===== src/rtl/sram_ctrl_pkg.sv =====
// ============================================================================
// Module : sram_ctrl_pkg
// Brief  : Shared widths, word/line types and arbiter grant encoding.
// Rev    : 1.0  initial release
// ============================================================================
`default_nettype none

package sram_ctrl_pkg;

    localparam int WORD_WIDTH  = 16;
    localparam int FETCH_WIDTH = 4;
    localparam int ADDR_WIDTH  = 9;
    localparam int DEPTH       = 2 ** ADDR_WIDTH;
    localparam int IDX_WIDTH   = $clog2(FETCH_WIDTH);

    typedef logic [WORD_WIDTH-1:0]                  word_t;
    typedef logic [FETCH_WIDTH-1:0][WORD_WIDTH-1:0] line_t;

    typedef enum logic {
        GRANT_WRITE = 1'b0,
        GRANT_READ  = 1'b1
    } grant_e;

endpackage

`default_nettype wire


===== src/rtl/sram_line_serializer.sv =====
// ============================================================================
// Module : sram_line_serializer
// Brief  : Holds one SRAM line and hands it out word 0 first on valid/ready.
// Rev    : 1.0  initial release
// ============================================================================
`default_nettype none

module sram_line_serializer
    import sram_ctrl_pkg::*;
(
    input  logic  clk,
    input  logic  rst_n,
    input  logic  capture,
    input  line_t line_in,
    output logic  rd_valid,
    input  logic  rd_ready,
    output word_t rd_data,
    output logic  empty
);

    localparam logic [IDX_WIDTH-1:0] c_LAST_IDX = IDX_WIDTH'(FETCH_WIDTH - 1);

    line_t                r_buf;
    logic [IDX_WIDTH-1:0] r_idx;
    logic                 r_valid;

    always_ff @(posedge clk) begin
        if (!rst_n) begin
            r_buf   <= '0;
            r_idx   <= '0;
            r_valid <= 1'b0;
        end else if (capture) begin
            r_buf   <= line_in;
            r_idx   <= '0;
            r_valid <= 1'b1;
        end else if (r_valid && rd_ready) begin
            r_idx <= r_idx + IDX_WIDTH'(1);
            if (r_idx == c_LAST_IDX) begin
                r_valid <= 1'b0;
            end
        end
    end

    assign rd_valid = r_valid;
    assign rd_data  = r_buf[r_idx];
    assign empty    = !r_valid;

endmodule

`default_nettype wire


===== src/rtl/sram_line_fifo_ctrl.sv =====
// ============================================================================
// Module : sram_line_fifo_ctrl
// Brief  : Packs words into lines, keeps them as a circular FIFO in a
//          single-port SRAM and streams them back out word by word.
// Rev    : 1.0  initial release
// ============================================================================
`default_nettype none

module sram_line_fifo_ctrl
    import sram_ctrl_pkg::*;
(
    input  logic                  clk,
    input  logic                  rst_n,
    input  logic                  wr_valid,
    output logic                  wr_ready,
    input  word_t                 wr_data,
    output logic                  rd_valid,
    input  logic                  rd_ready,
    output word_t                 rd_data,
    output logic [ADDR_WIDTH-1:0] sram_addr,
    output logic                  sram_cen,
    output logic                  sram_wen,
    output line_t                 sram_data_in,
    input  line_t                 sram_data_out,
    output logic [ADDR_WIDTH:0]   lines_stored
);

    localparam logic [IDX_WIDTH-1:0]  c_LAST_IDX = IDX_WIDTH'(FETCH_WIDTH - 1);
    localparam logic [ADDR_WIDTH:0]   c_DEPTH    = (ADDR_WIDTH + 1)'(DEPTH);
    localparam logic [ADDR_WIDTH:0]   c_ONE_LINE = (ADDR_WIDTH + 1)'(1);

    line_t                 r_agg;
    logic [IDX_WIDTH-1:0]  r_agg_cnt;
    logic                  r_agg_full;
    logic [ADDR_WIDTH-1:0] r_wr_ptr;
    logic [ADDR_WIDTH-1:0] r_rd_ptr;
    logic [ADDR_WIDTH:0]   r_lines;
    logic                  r_in_flight;
    grant_e                r_last_grant;

    logic w_accept;
    logic w_buf_empty;
    logic w_wr_elig;
    logic w_rd_elig;
    logic w_grant_wr;
    logic w_grant_rd;
    logic w_do_wr;
    logic w_do_rd;

    assign w_accept  = wr_valid && !r_agg_full;
    assign w_wr_elig = r_agg_full && (r_lines < c_DEPTH);
    assign w_rd_elig = (r_lines != '0) && w_buf_empty && !r_in_flight;

    // Contention resolves to whichever side was not served last.
    assign w_grant_wr = w_wr_elig && (!w_rd_elig || (r_last_grant == GRANT_READ));
    assign w_grant_rd = w_rd_elig && (!w_wr_elig || (r_last_grant == GRANT_WRITE));

    // Keep the macro idle while reset is held, whatever the stale state says.
    assign w_do_wr = rst_n && w_grant_wr;
    assign w_do_rd = rst_n && w_grant_rd;

    assign wr_ready     = !r_agg_full;
    assign sram_cen     = w_do_wr || w_do_rd;
    assign sram_wen     = w_do_wr;
    assign sram_addr    = w_do_wr ? r_wr_ptr : (w_do_rd ? r_rd_ptr : '0);
    assign sram_data_in = r_agg;
    assign lines_stored = r_lines;

    always_ff @(posedge clk) begin
        if (!rst_n) begin
            r_agg        <= '0;
            r_agg_cnt    <= '0;
            r_agg_full   <= 1'b0;
            r_wr_ptr     <= '0;
            r_rd_ptr     <= '0;
            r_lines      <= '0;
            r_in_flight  <= 1'b0;
            r_last_grant <= GRANT_READ;
        end else begin
            if (w_accept) begin
                r_agg[r_agg_cnt] <= wr_data;
                r_agg_cnt        <= r_agg_cnt + IDX_WIDTH'(1);
                if (r_agg_cnt == c_LAST_IDX) begin
                    r_agg_full <= 1'b1;
                end
            end
            if (w_grant_wr) begin
                r_wr_ptr     <= r_wr_ptr + ADDR_WIDTH'(1);
                r_agg_full   <= 1'b0;
                r_last_grant <= GRANT_WRITE;
                r_lines      <= r_lines + c_ONE_LINE;
            end
            if (w_grant_rd) begin
                r_rd_ptr     <= r_rd_ptr + ADDR_WIDTH'(1);
                r_last_grant <= GRANT_READ;
                r_lines      <= r_lines - c_ONE_LINE;
            end
            // Read data returns one cycle after issue; in-flight lasts exactly that cycle.
            r_in_flight <= w_grant_rd;
        end
    end

    sram_line_serializer u_serializer (
        .clk      (clk),
        .rst_n    (rst_n),
        .capture  (r_in_flight),
        .line_in  (sram_data_out),
        .rd_valid (rd_valid),
        .rd_ready (rd_ready),
        .rd_data  (rd_data),
        .empty    (w_buf_empty)
    );

endmodule

`default_nettype wire


===== config.mk =====
export PLATFORM = sky130hd
export DESIGN_NAME = sram_line_fifo_ctrl
export DESIGN_NICKNAME = d
export VERILOG_FILES = /design/src/rtl/sram_ctrl_pkg.sv /design/src/rtl/sram_line_serializer.sv /design/src/rtl/sram_line_fifo_ctrl.sv
export SDC_FILE = /design/constraint.sdc
export NUM_CORES = 1
export LEC_CHECK = 0
export CORE_UTILIZATION = 48
export CTS_BUF_LIST = sky130_fd_sc_hd__clkbuf_8
export CTS_CLUSTER_SIZE = 12
export DETAILED_ROUTE_END_ITERATION = 7
export MAX_ROUTING_LAYER = met4
export PLACE_DENSITY_LB_ADDON = 0.25
export SLEW_MARGIN = 10
export SYNTH_ARGS = -nofsm -noshare
export SYNTH_HDL_FRONTEND = slang
export SYNTH_SLANG_ARGS = --single-unit

===== constraint.sdc =====
create_clock -name clk -period 4.44 [get_ports clk]
set_clock_uncertainty 0.1 [all_clocks]
set_input_delay 0.666 -clock clk [delete_from_list [all_inputs] [get_ports clk]]
set_output_delay 0.666 -clock clk [all_outputs]
set_load 0.01 [all_outputs]

---- Word level (Yosys, flattened, before mapping) ----
Index checks and enable logic that the tools add are counted.
word-level totals
  bits of input ports ..................... 84
  logic and storage cells ................. 70
  output and inout port bits .............. 103
  bits in registers ....................... 164
cells by class
  add/sub/neg operators ................... 6
  mux-type cells .......................... 12
  reductions and logical operators ........ 27
  eq/ne operators ......................... 2
  magnitude comparators ................... 4
  bitwise operators ....................... 2
operator list
  kind                     number
  $bwmux W64               1
  $bmux W16 S2             1
  $demux W16 S2            1
  $mux W16                 2
  $mux W10                 2
  $add A9 B1 Y9 const B    2
  $mux W9                  2
  $add A10 B1 Y10 const B  1
  $logic_and A1 B1 Y1      10
  $lt A10 B10 Y1 const B   1
  $reduce_bool A10 Y1      1
  $sub A10 B1 Y10 const B  1
  $lt A2 B3 Y1 const B     2
  $reduce_bool A2 Y1       3
  $reduce_or A2 Y1         3
  $logic_not A1 Y1         5
  $add A2 B1 Y2 const B    2
  $eq A2 B2 Y1 const B     2
  $reduce_and A2 Y1        2
  $logic_or A1 B1 Y1       3
  $mux W1                  3
  $ge A2 B1 Y1 const B     1
  $not A1 Y1               2

---- Logic depth before layout (Yosys ltp) ----
Gate-level depths: netlist of run 1.
  depth after elaboration ................. 8
  depth in mapped cells ................... 11
  mapped depth without buffers ............ 9

---- Hierarchy ----
A second synthesis of run 1 with hierarchy kept.
second synthesis, totals
  cells, all modules ...................... 777
  area, all modules ....................... 7226.9 um^2
modules (own cells, without submodules)
  module                area each (um^2)  sequential area each (um^2)  instances  cells each
  sram_line_fifo_ctrl   4231.6            1941.9                       1          536
  sram_line_serializer  2995.4            1341.3                       1          241

---- Worst setup path after synthesis of run 1 ----
No wires, ideal clock.
  kind .................................... register to register
  from .................................... reg r_lines[0] (netlist: lines_stored[0])
  to ...................................... reg r_lines[8] (netlist: lines_stored[8])
  data required time ...................... 4278 ps
  stages on the path, launching flop included .. 11
  path buffers ............................ 1
  setup slack ............................. 1286 ps
  data arrival time ....................... 2992 ps
  setup time .............................. 62 ps
  period minus slack after synthesis ...... 3154 ps
  cell sequence ........................... dfxtp_1 or4_4 o31ai_4 nor2_1 buf_2 ha_1 a211oi_1 o21ai_0 a31oi_1 or4b_2 nand3_1
between the ends
  elaborated cells between the ends (all ways) .. 16
  classes of those cells .................. add/sub: 2; order compare: 1; mux: 2; reduce/logical: 11
RTL lines
  item                                            line                       RTL
  start, declared                                 sram_line_fifo_ctrl.sv:37  logic [ADDR_WIDTH:0] r_lines;
  start signal, assigned                          sram_line_fifo_ctrl.sv:91  r_lines <= r_lines + c_ONE_LINE;
  start signal, assigned                          sram_line_fifo_ctrl.sv:96  r_lines <= r_lines - c_ONE_LINE;
  $lt A10 B10 Y1                                  sram_line_fifo_ctrl.sv:51  assign w_wr_elig = r_agg_full && (r_lines < c_DEPTH);
  $logic_and A1 B1 Y1                             sram_line_fifo_ctrl.sv:51
  $logic_not A1 Y1                                sram_line_fifo_ctrl.sv:56  assign w_grant_rd = w_rd_elig && (!w_wr_elig || (r_last_grant == GRANT_WRITE));
  $logic_or A1 B1 Y1                              sram_line_fifo_ctrl.sv:56
  $logic_and A1 B1 Y1 *                           sram_line_fifo_ctrl.sv:56
  named net w_grant_rd                            sram_line_fifo_ctrl.sv:46  logic w_grant_rd;
  $mux W10 or $reduce_bool A2 Y1 (tied branches)  -
Mark *: on every way through the listed nets, which the timed path passes. The rest lies on a longest branch. The select of a mux whose other input is x is not followed.
A chain may end at the register's enable or synchronous reset.

---- Worst setup path after layout of run 1 ----
  from .................................... reg r_lines[6] (netlist: lines_stored[6])
  to ...................................... out sram_addr[5]
between the ends
  cells in the longest elaborated chain, start to end .. 8
  elaborated cells between the ends (all ways) .. 15
  classes of those cells .................. order compare: 1; mux: 2; reduce/logical: 12
ends and longest elaborated chain
  item                                                       line                                                  RTL
  $lt A10 B10 Y1 or $reduce_bool A10 Y1 (tied branches)      sram_line_fifo_ctrl.sv:51, sram_line_fifo_ctrl.sv:52
  $logic_and A1 B1 Y1, on equally long branches              sram_line_fifo_ctrl.sv:51, sram_line_fifo_ctrl.sv:52
  $logic_not A1 Y1 or $logic_and A1 B1 Y1 (tied branches)    sram_line_fifo_ctrl.sv:56, sram_line_fifo_ctrl.sv:52
  $logic_or A1 B1 Y1 or $logic_not A1 Y1 (tied branches)     sram_line_fifo_ctrl.sv:56, sram_line_fifo_ctrl.sv:55
  $logic_and A1 B1 Y1 or $logic_or A1 B1 Y1 (tied branches)  sram_line_fifo_ctrl.sv:56, sram_line_fifo_ctrl.sv:55
  $logic_and A1 B1 Y1, on equally long branches              sram_line_fifo_ctrl.sv:60, sram_line_fifo_ctrl.sv:55
  $mux W9 or $logic_and A1 B1 Y1 (tied branches)             sram_line_fifo_ctrl.sv:65, sram_line_fifo_ctrl.sv:59
  $mux W9 *                                                  sram_line_fifo_ctrl.sv:65                             assign sram_addr = w_do_wr ? r_wr_ptr : (w_do_rd ? r_rd_ptr : '0);
  end, declared                                              sram_line_fifo_ctrl.sv:20                             output logic [ADDR_WIDTH-1:0] sram_addr,
Every way passes the cells marked *; elsewhere a longest branch is shown, timed or not.

==> flow_results.org, run 1 <==
** Cells and area
- Share of post-route cells with drive strength above 1 :: 0.0719
- 0 antenna diodes ended up in the layout.
- Relative to the synthesized area, the layout overhead comes to 31.7%.
- Finished Core Util :: 0.655
- Filler cell count :: 1,233
- Number of nets in the final layout :: 1,019
- Sequential standard cell area :: 3290 um2
- Combined area of the multi-input logic cells :: 3850 um2
- Final Non-Filler Cells :: 1,116

** Global route
- All-Layer GR Usage :: 0.236
- In the global route stage, met3 resource usage came out at 0.0531.
- For this run, global-route usage on met2 was measured as 0.370.
- After global routing the overflow that remains totals 0.
- Maximum number of pins on one net before global-route repair :: 103
- For this run, global-route usage on met1 was measured as 0.298.
- Vias in the first global route :: 5,647
- The first global-routing pass estimated 28.6 mm of wire.
- The initial antenna violation count was 0.
- The global routing stage identified its most utilized layer as met2.

** Synth
- Mapped Nets :: 859
- Counting flops and latches in the post-synthesis netlist gives 164.
- A synthesized cell averages 9.67 um2.
- The most used flip-flop cell after synthesis is sky130_fd_sc_hd__dfxtp_1.
- The synthesized design contains 0 enable-type register cells.
- Number of distinct library cells after synthesis :: 49
- For this run, the register share of the synthesized area comes to 0.447.
- Share of synthesized flip-flops with an asynchronous set or reset :: 0
- Summing every instance area after synthesis gives 7340 um2.
- Number of warnings issued by yosys :: 0
- Synthesis produced 759 cells.

** Critical path
- The slowest stage of the critical path belongs to the cell sky130_fd_sc_hd__or4_4.
- Cell chain of the critical path :: or4_4 -> o31a_1 -> nor2_4 -> a22oi_1 -> nor2b_1 -> clkdlybuf4s50_1
- Data on the critical path arrives at its endpoint at 3.06 ns.
- Logic depth of the worst register-to-register path :: 10
- Data required time at the worst endpoint :: 3.67 ns
- The cell family contributing the most delay on the critical path is simple AND/OR/NAND/NOR gates.
- The setup path with the least slack is of type reg -> out.
- STA classifies the critical path endpoint as an output port.
- In this run the number of cells on the critical path is 6.
- The number of buffers and inverters on the critical path is 1.
- On the worst path, the slowest cell contributes a delay of 0.57 ns.
- Worst-path maximum fanout :: 14
- Critical Path Source Type :: flop

** Clocking
- Clock transition at path regs :: 0.09 ns
- H-tree level count :: 4
- The later pin in the worst-skew pair is clocked with a latency of 0.45 ns.
- The clock passes through at most 2 buffers.
- Buffers inserted by post-CTS timing repair :: 0
- The tree is rooted in a sky130_fd_sc_hd__clkbuf_8.
- In this run, post-CTS hold repair placed 0 buffers.
- TritonCTS built the clock tree.
- Clock net sink count :: 164
- Counting the buffers created by CTS gives 17.
- After clock tree synthesis, the repair step resized 0 gates.

** Min path
- Along the worst hold path, the cell count comes to 2.
- The path class of the tightest hold or removal check is reg -> reg.

** Timing
- Counting I/O delays and the setup requirement, the final critical path takes 3.83 ns.
- Adding up every negative setup slack in the final design gives 0 ns.
- Post-route fraction of the period consumed by the critical path :: 0.863
- Transition time at the pin with the least slew margin :: 1.09 ns
- Worst-case headroom to the max-slew limit :: 0.276
- Final Hold Vio Count :: 0
- After layout, the worst setup slack is 0.609 ns.
- Setup violations remaining at the end of the flow were counted as 0.
- The count of pins over their slew limit came to 0.
- Setup repair after global routing missed its margin :: no
- Highest achievable clock rate :: 261 MHz

** Floorplan
- The die is 126 um wide.
- Initial core utilization :: 0.498
- 187 I/O pins were placed.
- The floorplan has 44 rows.
- Area of the die :: 15,800 um2
- Die Y-Extent :: 126 um
- Core area :: 14,800 um2

** Power
- Of the total power, the clock network draws 0.248.
- Overall power consumption :: 4.40 mW
- Internal power :: 2.97 mW
- Largest voltage drop on the vdd net :: 279 uV
- Switch share :: 0.324
- Of the total power, registers draw 0.405.
- Dividing total power by cell area gives a power density of 455 nW/um2.
- Switching Power :: 1.43 mW
- The share of total power dissipated in combinational logic is 0.348.
- For this design the static power due to leakage is 3.49 nW.

** Route
- Avg WL per Cell :: 15.9 um
- Routed via count divided by cell count :: 5.20
- The first TritonRoute pass finished after 7 iterations.
- For this block, the routed nets add up to 17.8 mm of wire.
- Via count :: 5,799
- Count of antenna-violating nets left after detailed routing :: 0
- DRC violations left :: 15
- Detailed router's first-iteration violation count :: 294

** Place
- The congestion estimate from routability-driven global placement came to 0.827.
- Post-Place Setup Slack :: 1.13 ns
- After detailed placement, the design holds a cell count of 1,084.
- Detailed placement finished with a half-perimeter wire length of 12.1 mm.
- Buffers placed on the I/O ports in this run total 186.

** Outcome
- Failing checks :: DRC
- The run finished, with violations left.

** Flow run
- The tool flagged a number of max-cap violations equal to 0.
## power groups by stage
stage / Sequential [mW] / Clock, mW / Combinational [mW]
5_1_grt: 1.81 / 1.19 / 1.68
4_1_cts: 1.78 / 1.11 / 1.54
2_1_floorplan: 1.80 / 0 / 1.05
6_report: 1.78 / 1.09 / 1.53
3_3_place_gp: 1.80 / 0 / 1.52
3_5_place_dp: 1.81 / 0 / 1.53
## final timing paths
check / to / slack (ns) / startpoint
max: sram_addr[5] / 0.61 / lines_stored[6]$_SDFFE_PN0P_
max reg2reg: lines_stored[5]$_SDFFE_PN0P_ / 1.09 / lines_stored[6]$_SDFFE_PN0P_
min: sram_data_in[11]$_SDFFE_PN0P_ / 0.35 / sram_data_in[11]$_SDFFE_PN0P_
min reg2reg: sram_data_in[11]$_SDFFE_PN0P_ / 0.35 / sram_data_in[11]$_SDFFE_PN0P_
## stage by stage
step	instance area, um2	hold WS (ns)
finish	9670	0.354
global route	9670	0.383
CTS	9670	0.358
detailed placement	9270	0.347
global placement	9270	0.342
floorplan	7340	0.375
## cells in the mapped netlist, types with 3 or more instances
| cell type | number | area share |
|---|---|---|
| sky130_fd_sc_hd__a211oi_1 | 3 | 0.0031 |
| sky130_fd_sc_hd__a21boi_0 | 63 | 0.064 |
| sky130_fd_sc_hd__a21boi_1 | 4 | 0.0041 |
| sky130_fd_sc_hd__a21o_1 | 3 | 0.0031 |
| sky130_fd_sc_hd__a21oi_1 | 10 | 0.0068 |
| sky130_fd_sc_hd__a22oi_1 | 9 | 0.0092 |
| sky130_fd_sc_hd__and2_1 | 24 | 0.020 |
| sky130_fd_sc_hd__buf_1 | 6 | 0.0031 |
| sky130_fd_sc_hd__buf_2 | 3 | 0.0020 |
| sky130_fd_sc_hd__clkbuf_1 | 38 | 0.019 |
| sky130_fd_sc_hd__dfxtp_1 | 164 | 0.45 |
| sky130_fd_sc_hd__ha_1 | 15 | 0.026 |
| sky130_fd_sc_hd__inv_1 | 3 | 0.0015 |
| sky130_fd_sc_hd__mux2i_1 | 66 | 0.090 |
| sky130_fd_sc_hd__mux4_2 | 16 | 0.049 |
| sky130_fd_sc_hd__nand2_1 | 149 | 0.076 |
| sky130_fd_sc_hd__nand2b_1 | 4 | 0.0034 |
| sky130_fd_sc_hd__nand3_1 | 13 | 0.0089 |
| sky130_fd_sc_hd__nand4_1 | 3 | 0.0026 |
| sky130_fd_sc_hd__nor2_1 | 6 | 0.0031 |
| sky130_fd_sc_hd__nor2b_1 | 79 | 0.067 |
| sky130_fd_sc_hd__nor3_1 | 4 | 0.0027 |
| sky130_fd_sc_hd__nor4_1 | 3 | 0.0026 |
| sky130_fd_sc_hd__nor4_2 | 4 | 0.0068 |
| sky130_fd_sc_hd__o211ai_1 | 3 | 0.0031 |
| sky130_fd_sc_hd__o21ai_0 | 10 | 0.0068 |
| sky130_fd_sc_hd__o31a_1 | 4 | 0.0048 |
| sky130_fd_sc_hd__xnor2_1 | 6 | 0.0072 |
| sky130_fd_sc_hd__xor2_1 | 15 | 0.018 |
## flip-flops by register name (all words and copies together), names as in the netlist
name                   count
r_in_flight                1
r_agg_full                 1
r_rd_ptr                   9
r_agg_cnt                  2
r_wr_ptr                   9
sram_data_in              64
u_serializer.rd_valid      1
u_serializer.r_idx         2
r_last_grant               1
u_serializer.r_buf        64
lines_stored              10
## logic make-up after synthesis
family | after synthesis | share of synthesized area
compound gates | 120 | 0.119
xor+xnor | 21 | 0.0251
fa+ha+maj | 16 | 0.0283
buf+inv | 52 | 0.0286
flops | 164 | 0.447
mux | 82 | 0.139
simple gates | 304 | 0.213
## area by class of cell
cell class,instances,share of cell area
sequential,164,0.340
inverter,3,0.00116
timing repair buffer,190,0.195
tap,184,0.0238
clock buffer,20,0.0285
clock inverter,12,0.0133
multi-input combinational,543,0.398
## worst register-to-register path, delay by kind of cell, from the launching register on
| family | cells | cell delay (ns) |
|---|---|---|
| simple gates | 4 | 1.34 |
| compound gates | 4 | 0.90 |
| fa+ha+maj | 1 | 0.39 |
| flops | 1 | 0.35 |
| buf+inv | 1 | 0.22 |
## metal layers
metal / share of wire / vias up
li1: - / 2923
met1: 0.46 / 2709
met2: 0.45 / 142
met3: 0.061 / 25
met4: 0.020 / 0
met5: 0 / -
## layout by cell type (no fill, tap or decap), types with 3 or more instances in the layout
master                            count
sky130_fd_sc_hd__nor2b_1             79
sky130_fd_sc_hd__nor4_2               4
sky130_fd_sc_hd__xor2_1              15
sky130_fd_sc_hd__nor4_1               3
sky130_fd_sc_hd__nand2_1            149
sky130_fd_sc_hd__and2_1              24
sky130_fd_sc_hd__a21oi_1             10
sky130_fd_sc_hd__nand2b_1             4
sky130_fd_sc_hd__inv_1                4
sky130_fd_sc_hd__dfxtp_1            163
sky130_fd_sc_hd__xnor2_1              6
sky130_fd_sc_hd__a22oi_1              9
sky130_fd_sc_hd__nor3_1               4
sky130_fd_sc_hd__o211ai_1             3
sky130_fd_sc_hd__a21o_1               3
sky130_fd_sc_hd__mux4_2              16
sky130_fd_sc_hd__o21ai_0             10
sky130_fd_sc_hd__o31a_1               4
sky130_fd_sc_hd__ha_1                15
sky130_fd_sc_hd__clkbuf_8            20
sky130_fd_sc_hd__a21boi_1             4
sky130_fd_sc_hd__a211oi_1             3
sky130_fd_sc_hd__nand3_1             13
sky130_fd_sc_hd__mux2i_1             66
sky130_fd_sc_hd__clkdlybuf4s50_1    185
sky130_fd_sc_hd__nor2_1               6
sky130_fd_sc_hd__buf_4                5
sky130_fd_sc_hd__nand4_1              3
sky130_fd_sc_hd__a21boi_0            63
sky130_fd_sc_hd__clkinv_2             3
No activity file was read; power rests on OpenSTA's default activity.
==> run 2, diff against run 1 <==
--- a/config.mk
+++ b/config.mk
@@ -5,6 +5,7 @@
 export SDC_FILE = /design/constraint.sdc
 export NUM_CORES = 1
 export LEC_CHECK = 0
+export CAP_MARGIN = 15
 export CORE_UTILIZATION = 48
 export CTS_BUF_LIST = sky130_fd_sc_hd__clkbuf_8
 export CTS_CLUSTER_SIZE = 12
==> results of run 2 <==
The final DEF is identical to that of run 1; final timing and power are the same.
